[src/rtl/alu_exec16_if.sv]
// Request/response bundle for the alu_exec16 execute stage: an accept handshake
// carrying opcode and operands, and a writeback handshake carrying result and flags.
interface alu_exec16_if;
    logic        in_valid;
    logic        in_ready;
    logic [2:0]  op;
    logic [15:0] a;
    logic [15:0] b;
    logic        out_valid;
    logic        out_ready;
    logic [15:0] result;
    logic [3:0]  flags;

    modport master (
        output in_valid, op, a, b, out_ready,
        input  in_ready, out_valid, result, flags
    );

    modport slave (
        input  in_valid, op, a, b, out_ready,
        output in_ready, out_valid, result, flags
    );
endinterface

[src/rtl/alu_exec16.sv]
// Sequential 16-bit ALU execute stage built around one shared ripple adder.
// Define ALU_MUL_EN to compile in the iterative shift-add multiplier (op 110).

module add16 (
    input  logic [15:0] x_i,
    input  logic [15:0] y_i,
    input  logic        cin_i,
    output logic [15:0] sum_o,
    output logic        cout_o
);
    always_comb begin
        logic carry;
        sum_o = '0;
        carry = cin_i;
        for (int i = 0; i < 16; i++) begin
            sum_o[i] = x_i[i] ^ y_i[i] ^ carry;
            carry    = (x_i[i] & y_i[i]) | (carry & (x_i[i] ^ y_i[i]));
        end
        cout_o = carry;
    end
endmodule

module alu_exec16 #(
    parameter int MUL_STEPS = 16
) (
    input  logic         clk,
    input  logic         rst_n,
    alu_exec16_if.slave  bus
);
    localparam logic [2:0] OP_ADD  = 3'b000;
    localparam logic [2:0] OP_SUB  = 3'b001;
    localparam logic [2:0] OP_AND  = 3'b010;
    localparam logic [2:0] OP_OR   = 3'b011;
    localparam logic [2:0] OP_XOR  = 3'b100;
    localparam logic [2:0] OP_SHL1 = 3'b101;
`ifdef ALU_MUL_EN
    localparam logic [2:0] OP_MUL  = 3'b110;
`endif

    if (MUL_STEPS < 1 || MUL_STEPS > 16) begin : g_bad_mul_steps
        $error("alu_exec16: MUL_STEPS must lie in 1..16");
    end

    typedef enum logic [2:0] {S_IDLE, S_NEG, S_EXEC, S_MUL, S_DONE} state_e;

    state_e      state_q, state_d;
    logic [2:0]  op_q;
    logic [15:0] a_q;
    logic [15:0] b_q;
    logic        b_sign_q;
    logic        c1_q;
    logic [15:0] result_q;
    logic [3:0]  flags_q;
    logic        accept;

    logic [15:0] add_x, add_y, add_sum;
    logic        add_cin, add_cout;

    logic [15:0] exec_res;
    logic        exec_c, exec_v;

`ifdef ALU_MUL_EN
    logic [3:0]  cnt_q;
    logic [15:0] mcand_q;
    logic [15:0] acc_q;
    logic        mcarry_q;
    logic        lost_q;
    logic        last_step;

    assign last_step = (cnt_q == 4'(MUL_STEPS - 1));
`endif

    assign accept = (state_q == S_IDLE) && bus.in_valid;

    add16 u_add16 (
        .x_i    (add_x),
        .y_i    (add_y),
        .cin_i  (add_cin),
        .sum_o  (add_sum),
        .cout_o (add_cout)
    );

    always_ff @(posedge clk) begin
        if (!rst_n) state_q <= S_IDLE;
        else        state_q <= state_d;
    end

    always_comb begin
        state_d = state_q;
        case (state_q)
            S_IDLE: begin
                if (bus.in_valid) begin
                    case (bus.op)
                        OP_SUB:  state_d = S_NEG;
`ifdef ALU_MUL_EN
                        OP_MUL:  state_d = S_MUL;
`endif
                        default: state_d = S_EXEC;
                    endcase
                end
            end
            S_NEG:  state_d = S_EXEC;
            S_EXEC: state_d = S_DONE;
`ifdef ALU_MUL_EN
            S_MUL:  if (last_step) state_d = S_EXEC;
`endif
            S_DONE: if (bus.out_ready) state_d = S_IDLE;
            default: state_d = S_IDLE;
        endcase
    end

    always_comb begin
        bus.in_ready  = (state_q == S_IDLE);
        bus.out_valid = (state_q == S_DONE);
    end

    assign bus.result = result_q;
    assign bus.flags  = flags_q;

    // The single adder is time-shared: negate in NEG, main pass in EXEC, accumulate in MUL.
    always_comb begin
        add_x   = '0;
        add_y   = '0;
        add_cin = 1'b0;
        case (state_q)
            S_NEG: begin
                add_x   = ~b_q;
                add_cin = 1'b1;
            end
            S_EXEC: begin
                if (op_q == OP_ADD || op_q == OP_SUB) begin
                    add_x = a_q;
                    add_y = b_q;
                end else if (op_q == OP_SHL1) begin
                    add_x = a_q;
                    add_y = a_q;
                end
            end
`ifdef ALU_MUL_EN
            S_MUL: begin
                add_x = acc_q;
                add_y = mcand_q;
            end
`endif
            default: ;
        endcase
    end

    always_comb begin
        exec_res = a_q;
        exec_c   = 1'b0;
        exec_v   = 1'b0;
        case (op_q)
            OP_ADD: begin
                exec_res = add_sum;
                exec_c   = add_cout;
                exec_v   = (a_q[15] == b_q[15]) & (add_sum[15] != a_q[15]);
            end
            OP_SUB: begin
                exec_res = add_sum;
                exec_c   = c1_q | add_cout;
                exec_v   = (a_q[15] != b_sign_q) & (add_sum[15] != a_q[15]);
            end
            OP_AND:  exec_res = a_q & b_q;
            OP_OR:   exec_res = a_q | b_q;
            OP_XOR:  exec_res = a_q ^ b_q;
            OP_SHL1: begin
                exec_res = add_sum;
                exec_c   = add_cout;
            end
`ifdef ALU_MUL_EN
            OP_MUL: begin
                exec_res = acc_q;
                exec_c   = mcarry_q;
            end
`endif
            default: ;
        endcase
    end

    always_ff @(posedge clk) begin
        if (!rst_n) begin
            result_q <= '0;
            flags_q  <= '0;
        end else if (state_q == S_EXEC) begin
            result_q <= exec_res;
            flags_q  <= {exec_res[15], (exec_res == 16'h0000), exec_c, exec_v};
        end
    end

    // NOTE: operand registers carry no reset; they are always loaded on accept before use.
    always_ff @(posedge clk) begin
        if (accept) begin
            op_q     <= bus.op;
            a_q      <= bus.a;
            b_q      <= bus.b;
            b_sign_q <= bus.b[15];
        end else if (state_q == S_NEG) begin
            b_q  <= add_sum;
            c1_q <= add_cout;
        end
    end

`ifdef ALU_MUL_EN
    always_ff @(posedge clk) begin
        if (!rst_n) begin
            cnt_q <= '0;
        end else if (accept) begin
            cnt_q <= '0;
        end else if (state_q == S_MUL) begin
            cnt_q <= cnt_q + 4'd1;
        end
    end

    // lost_q remembers any multiplicand bit already shifted past bit 15.
    always_ff @(posedge clk) begin
        if (accept) begin
            acc_q    <= '0;
            mcand_q  <= bus.a;
            mcarry_q <= 1'b0;
            lost_q   <= 1'b0;
        end else if (state_q == S_MUL) begin
            if (b_q[cnt_q]) begin
                acc_q    <= add_sum;
                mcarry_q <= mcarry_q | add_cout | lost_q;
            end
            mcand_q <= {mcand_q[14:0], 1'b0};
            lost_q  <= lost_q | mcand_q[15];
        end
    end
`endif

endmodule
[src/flat_wrapper.sv]
// flat-port wrapper written by rule: the top's interface ports become plain ports
module alu_exec16_flat 
#(
    parameter int MUL_STEPS = 16
)
  (clk, rst_n, bus_in_valid, bus_op, bus_a, bus_b, bus_out_ready, bus_in_ready, bus_out_valid, bus_result, bus_flags);
  alu_exec16_if bus_i ();
  input  logic clk;
  input  logic rst_n;
  input wire logic [$bits(bus_i.in_valid)-1:0] bus_in_valid;
  input wire logic [$bits(bus_i.op)-1:0] bus_op;
  input wire logic [$bits(bus_i.a)-1:0] bus_a;
  input wire logic [$bits(bus_i.b)-1:0] bus_b;
  input wire logic [$bits(bus_i.out_ready)-1:0] bus_out_ready;
  output wire logic [$bits(bus_i.in_ready)-1:0] bus_in_ready;
  output wire logic [$bits(bus_i.out_valid)-1:0] bus_out_valid;
  output wire logic [$bits(bus_i.result)-1:0] bus_result;
  output wire logic [$bits(bus_i.flags)-1:0] bus_flags;
  assign bus_i.in_valid = bus_in_valid;
  assign bus_i.op = bus_op;
  assign bus_i.a = bus_a;
  assign bus_i.b = bus_b;
  assign bus_i.out_ready = bus_out_ready;
  assign bus_in_ready = bus_i.in_ready;
  assign bus_out_valid = bus_i.out_valid;
  assign bus_result = bus_i.result;
  assign bus_flags = bus_i.flags;
  alu_exec16 #(.MUL_STEPS(MUL_STEPS)) u_core (.clk(clk), .rst_n(rst_n), .bus(bus_i));
endmodule
[config.mk]
export PLATFORM = sky130hd
export DESIGN_NAME = alu_exec16_flat
export DESIGN_NICKNAME = d
export VERILOG_FILES = /design/src/rtl/alu_exec16_if.sv /design/src/rtl/alu_exec16.sv /design/src/flat_wrapper.sv
export SDC_FILE = /design/constraint.sdc
export NUM_CORES = 1
export LEC_CHECK = 0
export BUFFER_PORTS_ARGS = -buffer_cell sky130_fd_sc_hd__buf_2
export CAP_MARGIN = 25
export CORE_AREA = 2 2 91 93
export DETAILED_ROUTE_END_ITERATION = 6
export DIE_AREA = 0 0 93 95
export PLACE_DENSITY = 0.83
export SETUP_SLACK_MARGIN = 0.05
export SYNTH_ARGS = -nofsm -noshare
export SYNTH_HDL_FRONTEND = slang
export SYNTH_SLANG_ARGS = --single-unit
[constraint.sdc]
create_clock -name clk -period 11.9 [get_ports clk]
set_input_delay 1.785 -clock clk [delete_from_list [all_inputs] [get_ports clk]]
set_output_delay 1.785 -clock clk [all_outputs]
set_load 0.005 [all_outputs]
==> flow_summary.ini, run 1 <==
[synth]
synth_cell_types = 53
synthCells = 462
yosys-top-cells-count = nand2_1 (75), inv_1 (38), edfxtp_1 (37)
synth_top_area_share_pct = 26.6
synth.most_common_cell = nand2_1
syn-mean-instance-area_um2 = 9.03
syn_nets = 549
synthFlopType = edfxtp_1
synth_area_leaders = edfxtp_1 (27%), dfxtp_1 (11%), ha_1 (9.6%)
async_flop_share_pct = 0
synth-seq-cells = 59
synth_edf_count = 37
yosysWarningCount = 0
synth-seq-area-share_pct = 37.2
yosys.area.top_type = edfxtp_1
synth_area_um2 = 4170

[clock_network]
htree_levels = 3
clock_latency_ps = 340
holdBufCountCts = 0
cts_tree = yes
cts_sinks = 59
numCtsBuffers = 9
cts.repair.resized = 0
postCtsSetupRepairBufs = 0
clk_pin_slew_worst_paths_ps = 60
cts-root-buf = clkbuf_8
cts.path.max_buffers = 2

[sta]
worst_pin_slew_ps = 855
rsz0062_at_grt = no
slew_violations = 0
timing.final.crit_period_ps = 9940
skew_ps = 9.28
fin_setup_tns_ps = 0
setup_viol = 0
fmax_ghz = 0.101
slew_headroom_pct = 42.8
hold_viol = 0
min_period_over_period_pct = 83.5

[route]
antenna_left = 0
drtIter0Drc = 301
vias_per_cell = 5.78
first_pass_iters = 5
vias = 3573
post_drt_wl_per_cell_um = 16.6
drc_errors = 0
totalWireLength_um = 10200

[floorplan]
initial_core_util_pct = 52.6
num_rows = 33
ios = 61
design.die.area_um2 = 8840
chipWidth_um = 93
coreArea_um2 = 7930
dieHeight_um = 95

[global_route]
grt_pass1_wl_um = 16900
grt_pass1_vias = 3422
grt-ovfl-total = 0
grtUsageTotal_pct = 24.9
grt_max_degree = 51
grt_antenna_before_repair = 0

[cells_and_area]
layout-drive-gt1-share_pct = 17.5
n_antenna_cell = 0
syn2layout_area_growth_pct = 11.9
fillerInstances = 734
fin_nets = 595

[power_and_ir_drop]
powerDensity_nw_per_um2 = 112
ir_drop_mv = 0.0677
totalPowerFinal_w = 0.000522
p_leak_nw = 1.91

[setup_path]
worst-setup-path-type = reg -> reg
cp.arrival_ps = 10200
start_kind = flop
cp_max_fo = 21
critPathCaptureType = flop
cp.required_ps = 12160
r2r_slack_ps = 1960

[run_status]
outcome = finished, final reports clean

[place]
numPortBuffers = 60
hpwl_um = 7290
place_congestion = 0.953

[worst_hold_path]
hold_class = reg -> reg

[run]
cap_violations = 0
## stage by stage
step / instance area (um^2) / util, % / worst slack (ps) / cells / hold slack (ps)
finish: 4670 / 58.9 / 1960 / 618 / 450
CTS: 4650 / 58.6 / 1980 / 617 / 452
floorplan: 4170 / - / 2750 / 462 / 448
global route: 4670 / 58.9 / 1530 / 618 / 474
global placement: 4480 / 56.5 / 2250 / 601 / 440
detailed placement: 4480 / 56.5 / 2040 / 601 / 444
## worst max-delay path: stages, from the launching register on
cell       delay [ps]
edfxtp_1          700
buf_4             350
inv_2             170
nand3_1           220
o22ai_1           280
fa_1              200
inv_1              60
fa_1              440
fa_1              470
fa_1              460
fa_1              470
fa_1              470
fa_1              460
fa_1              460
fa_1              500
fa_1              480
fa_1              480
fa_1              460
fa_1              460
fa_1              420
inv_1              90
fa_1              200
fa_1              490
a2bb2oi_1         200
nor2b_1            60
o22a_1            190
or3_1             380
o31ai_2           210
## sequential cells by signal, indices dropped and copies added (netlist names)
name	flops
u_core.b_sign_q	1
u_core.bus.flags	4
u_core.a_q	16
u_core.bus.result	15
u_core.op_q	3
u_core.state_q	3
u_core.b_q	16
u_core.c1_q	1
## final timing paths
path | startpoint | cells past startpoint | to
worst max-delay path | u_core.op_q[1] | 27 | u_core.bus.flags[2]
worst min-delay path | u_core.bus.result[9] | 2 | u_core.bus.result[9]
worst max register to register | u_core.op_q[1] | 27 | u_core.bus.flags[2]
worst min register to register | u_core.bus.result[9] | 2 | u_core.bus.result[9]
## area by class of cell
class                           instances  area [um^2]  share of cell area (%)
Clock buffer                           13          149                    3.19
Clock inverter                          3         13.8                   0.295
Inverter                               40          150                    3.22
Multi-Input combinational cell        332         2310                    49.6
Sequential cell                        59         1550                    33.3
Tap cell                              105          131                    2.82
Timing Repair Buffer                   66          358                    7.67
## metal layers
| layer | up-vias | global-route usage (%) | part of all wire (%) |
|---|---|---|---|
| met5 | - | 0 | 0 |
| met4 | 0 | 9.68 | 2.0 |
| met3 | 17 | 6.38 | 8.2 |
| met2 | 163 | 40.4 | 47 |
| met1 | 1677 | 32.3 | 42 |
| li1 | 1716 | - | - |
## cell families after synthesis
group	count (synthesis)	synth area share (%)
and+or+nand+nor	137	14.4
adders and majority gates	48	17.3
AOI/OAI and AO/OA	137	21.0
muxes	10	2.70
DFF	59	37.2
buffers and inverters	71	7.38
## power breakdown
| group | total, W | leakage, nW | switching [W] | internal (W) |
|---|---|---|---|---|
| logic | 0.000118 | 1.29 | 0.0000714 | 0.0000461 |
| registers | 0.000250 | 0.541 | 0.0000137 | 0.000236 |
| clock network | 0.000154 | 0.0848 | 0.0000745 | 0.0000799 |
| total | 0.000522 | 1.91 | 0.000160 | 0.000362 |
## placed cells by master (no fill, tap or decap), drive strengths merged, types with 3 or more instances in the layout
master,synthesis,layout
a211oi,4,4
a21oi,34,34
a221oi,8,8
a22oi,17,17
and2,3,3
buf,17,66
clkbuf,14,13
clkinv,0,3
dfxtp,22,22
edfxtp,37,37
fa,16,16
ha,32,32
inv,40,40
mux2,10,10
nand2,75,75
nand3,4,4
nor2,32,32
nor3,3,3
nor3b,4,4
o211ai,5,5
o21ai,43,43
o22ai,12,12
or3,3,3
Power figures use the tool's default switching activity.
==> run 2: changes to the inputs <==
- CORE_AREA: 2 2 91 93 -> 2 2 93 95
- DIE_AREA: 0 0 93 95 -> 0 0 95 97
- clock period: 11.9 -> 8.6 ns (I/O delays scaled with it)
==> run 2 against run 1 <==
Final cell count is 2.4% higher. Critical path depth unchanged. Routed wire length grew 5.2%.
==> flow_summary.ini, run 2 (synthesized netlist as in run 1, its figures left out) <==
[run_status]
outcome = finished, final reports clean

[clock_network]
cts-root-buf = clkbuf_8
htree_levels = 3
cts_sinks = 59
cts.path.max_buffers = 2
clock_latency_ps = 350
numCtsBuffers = 9
clk_pin_slew_worst_paths_ps = 70
cts_tree = yes

[setup_path]
critPathCaptureType = flop
worst_path_max_delay_cell = fa_1
cp.arrival_ps = 8550
cp_slowest_stage_delay_ps = 470
cp_max_fo = 5
worst-setup-path-type = reg -> reg
start_kind = flop
cp.required_ps = 8870
cp_common_cell = fa_2

[route]
antenna_left = 0
post_drt_wl_per_cell_um = 17.0
first_pass_iters = 5
vias_per_cell = 5.81
drtIter0Drc = 324
totalWireLength_um = 10800
vias = 3675
drc_errors = 0

[global_route]
grt_pass1_vias = 3582
grt_pass1_wl_um = 17500
grt_antenna_before_repair = 0
grtUsageTotal_pct = 24.8
grt_max_degree = 51
grt-ovfl-total = 0

[floorplan]
dieHeight_um = 97
num_rows = 33
coreArea_um2 = 8130
chipWidth_um = 95
design.die.area_um2 = 9220
initial_core_util_pct = 51.3
ios = 61

[place]
dp_cells = 615
hpwl_um = 7700
numPortBuffers = 60
place_congestion = 0.980

[sta]
hold_viol = 0
slew_violations = 0
setup_viol = 0
min_period_over_period_pct = 96.3
fin_setup_tns_ps = 0
slew_headroom_pct = 34.4
fmax_ghz = 0.121
worst_pin_slew_ps = 985
rsz0062_at_grt = no
skew_ps = 10.3
timing.final.crit_period_ps = 8280

[cells_and_area]
n_antenna_cell = 0
final_common_cell = nand2_1
final_cells = 633
fin_util_pct = 60.1
syn2layout_area_growth_pct = 17.3
final_cell_mix = nand2_1 (75), buf_2 (60), inv_1 (37), edfxtp_1 (37), a21oi_1 (33)
layout-drive-gt1-share_pct = 24.4
fin_nets = 610

[worst_hold_path]
hold_class = reg -> reg

[run]
cap_violations = 0

[power_and_ir_drop]
powerDensity_nw_per_um2 = 160
totalPowerFinal_w = 0.000781
p_leak_nw = 2.02
ir_drop_mv = 0.0775
## run 2: cell count changes in the layout (fill, tap and decap cells not counted), moves of 2 or more
cell | before | now
buf_4 | 5 | 21
clkbuf_1 | 3 | 0
fa_1 | 16 | 2
fa_2 | 0 | 14
clkbuf_16 | 0 | 2
## run 2: cell type report
class	instances	area, um^2
sequential	59	1550
tap	105	131
inverter	40	150
clock buffer	12	188
clock inverter	4	18.8
timing repair buffer	81	458
multi-input combinational	332	2390
fill	656	3240
## run 2: where the power goes
part           switching, W  internal (W)  total [W]
Sequential        0.0000188      0.000327   0.000345
Combinational      0.000105     0.0000690   0.000174
Clock              0.000116      0.000145   0.000261
## run 2: repair_timing
| action | in CTS | in global routing |
|---|---|---|
| hold buffers | 0 | 0 |
| setup endpoints to repair | 1 | 2 |
| buffers inserted | 0 | 2 |
| pin swaps | 0 | 4 |
| gates resized for setup | 3 | 9 |
## run 2: worst paths after layout
kind	from	to	slack [ps]	depth (start not counted)
worst max-delay path	u_core.state_q[2]	u_core.bus.flags[2]	320	27
worst min-delay path	u_core.bus.result[9]	u_core.bus.result[9]	450	2
worst max register to register	u_core.state_q[2]	u_core.bus.flags[2]	320	27
worst min register to register	u_core.bus.result[9]	u_core.bus.result[9]	450	2
## run 2: layer usage
layer	track usage, %	part of all wire, %
met1	32.5	42
met2	40.2	47
met3	4.98	8.3
met4	9.14	2.8
met5	0	0
## run 2: through the flow
stage                     cell area (um^2)  setup slack, ps  hold WS [ps]
after global routing                  4890             35.2           481
after floorplan                       4220             55.9           448
final                                 4890              322           454
after detailed placement              4620             16.4           445
after global placement                4620              194           440
after CTS                             4840             66.1           454
## run 2: worst max-delay path: cells and delay by family, from the launching register on
kind                       cells  cell delay, ps
DFF                            1             350
adders and majority gates     16            6070
AOI/OAI and AO/OA              4             700
and+or+nand+nor                5             940
buffers and inverters          2             130
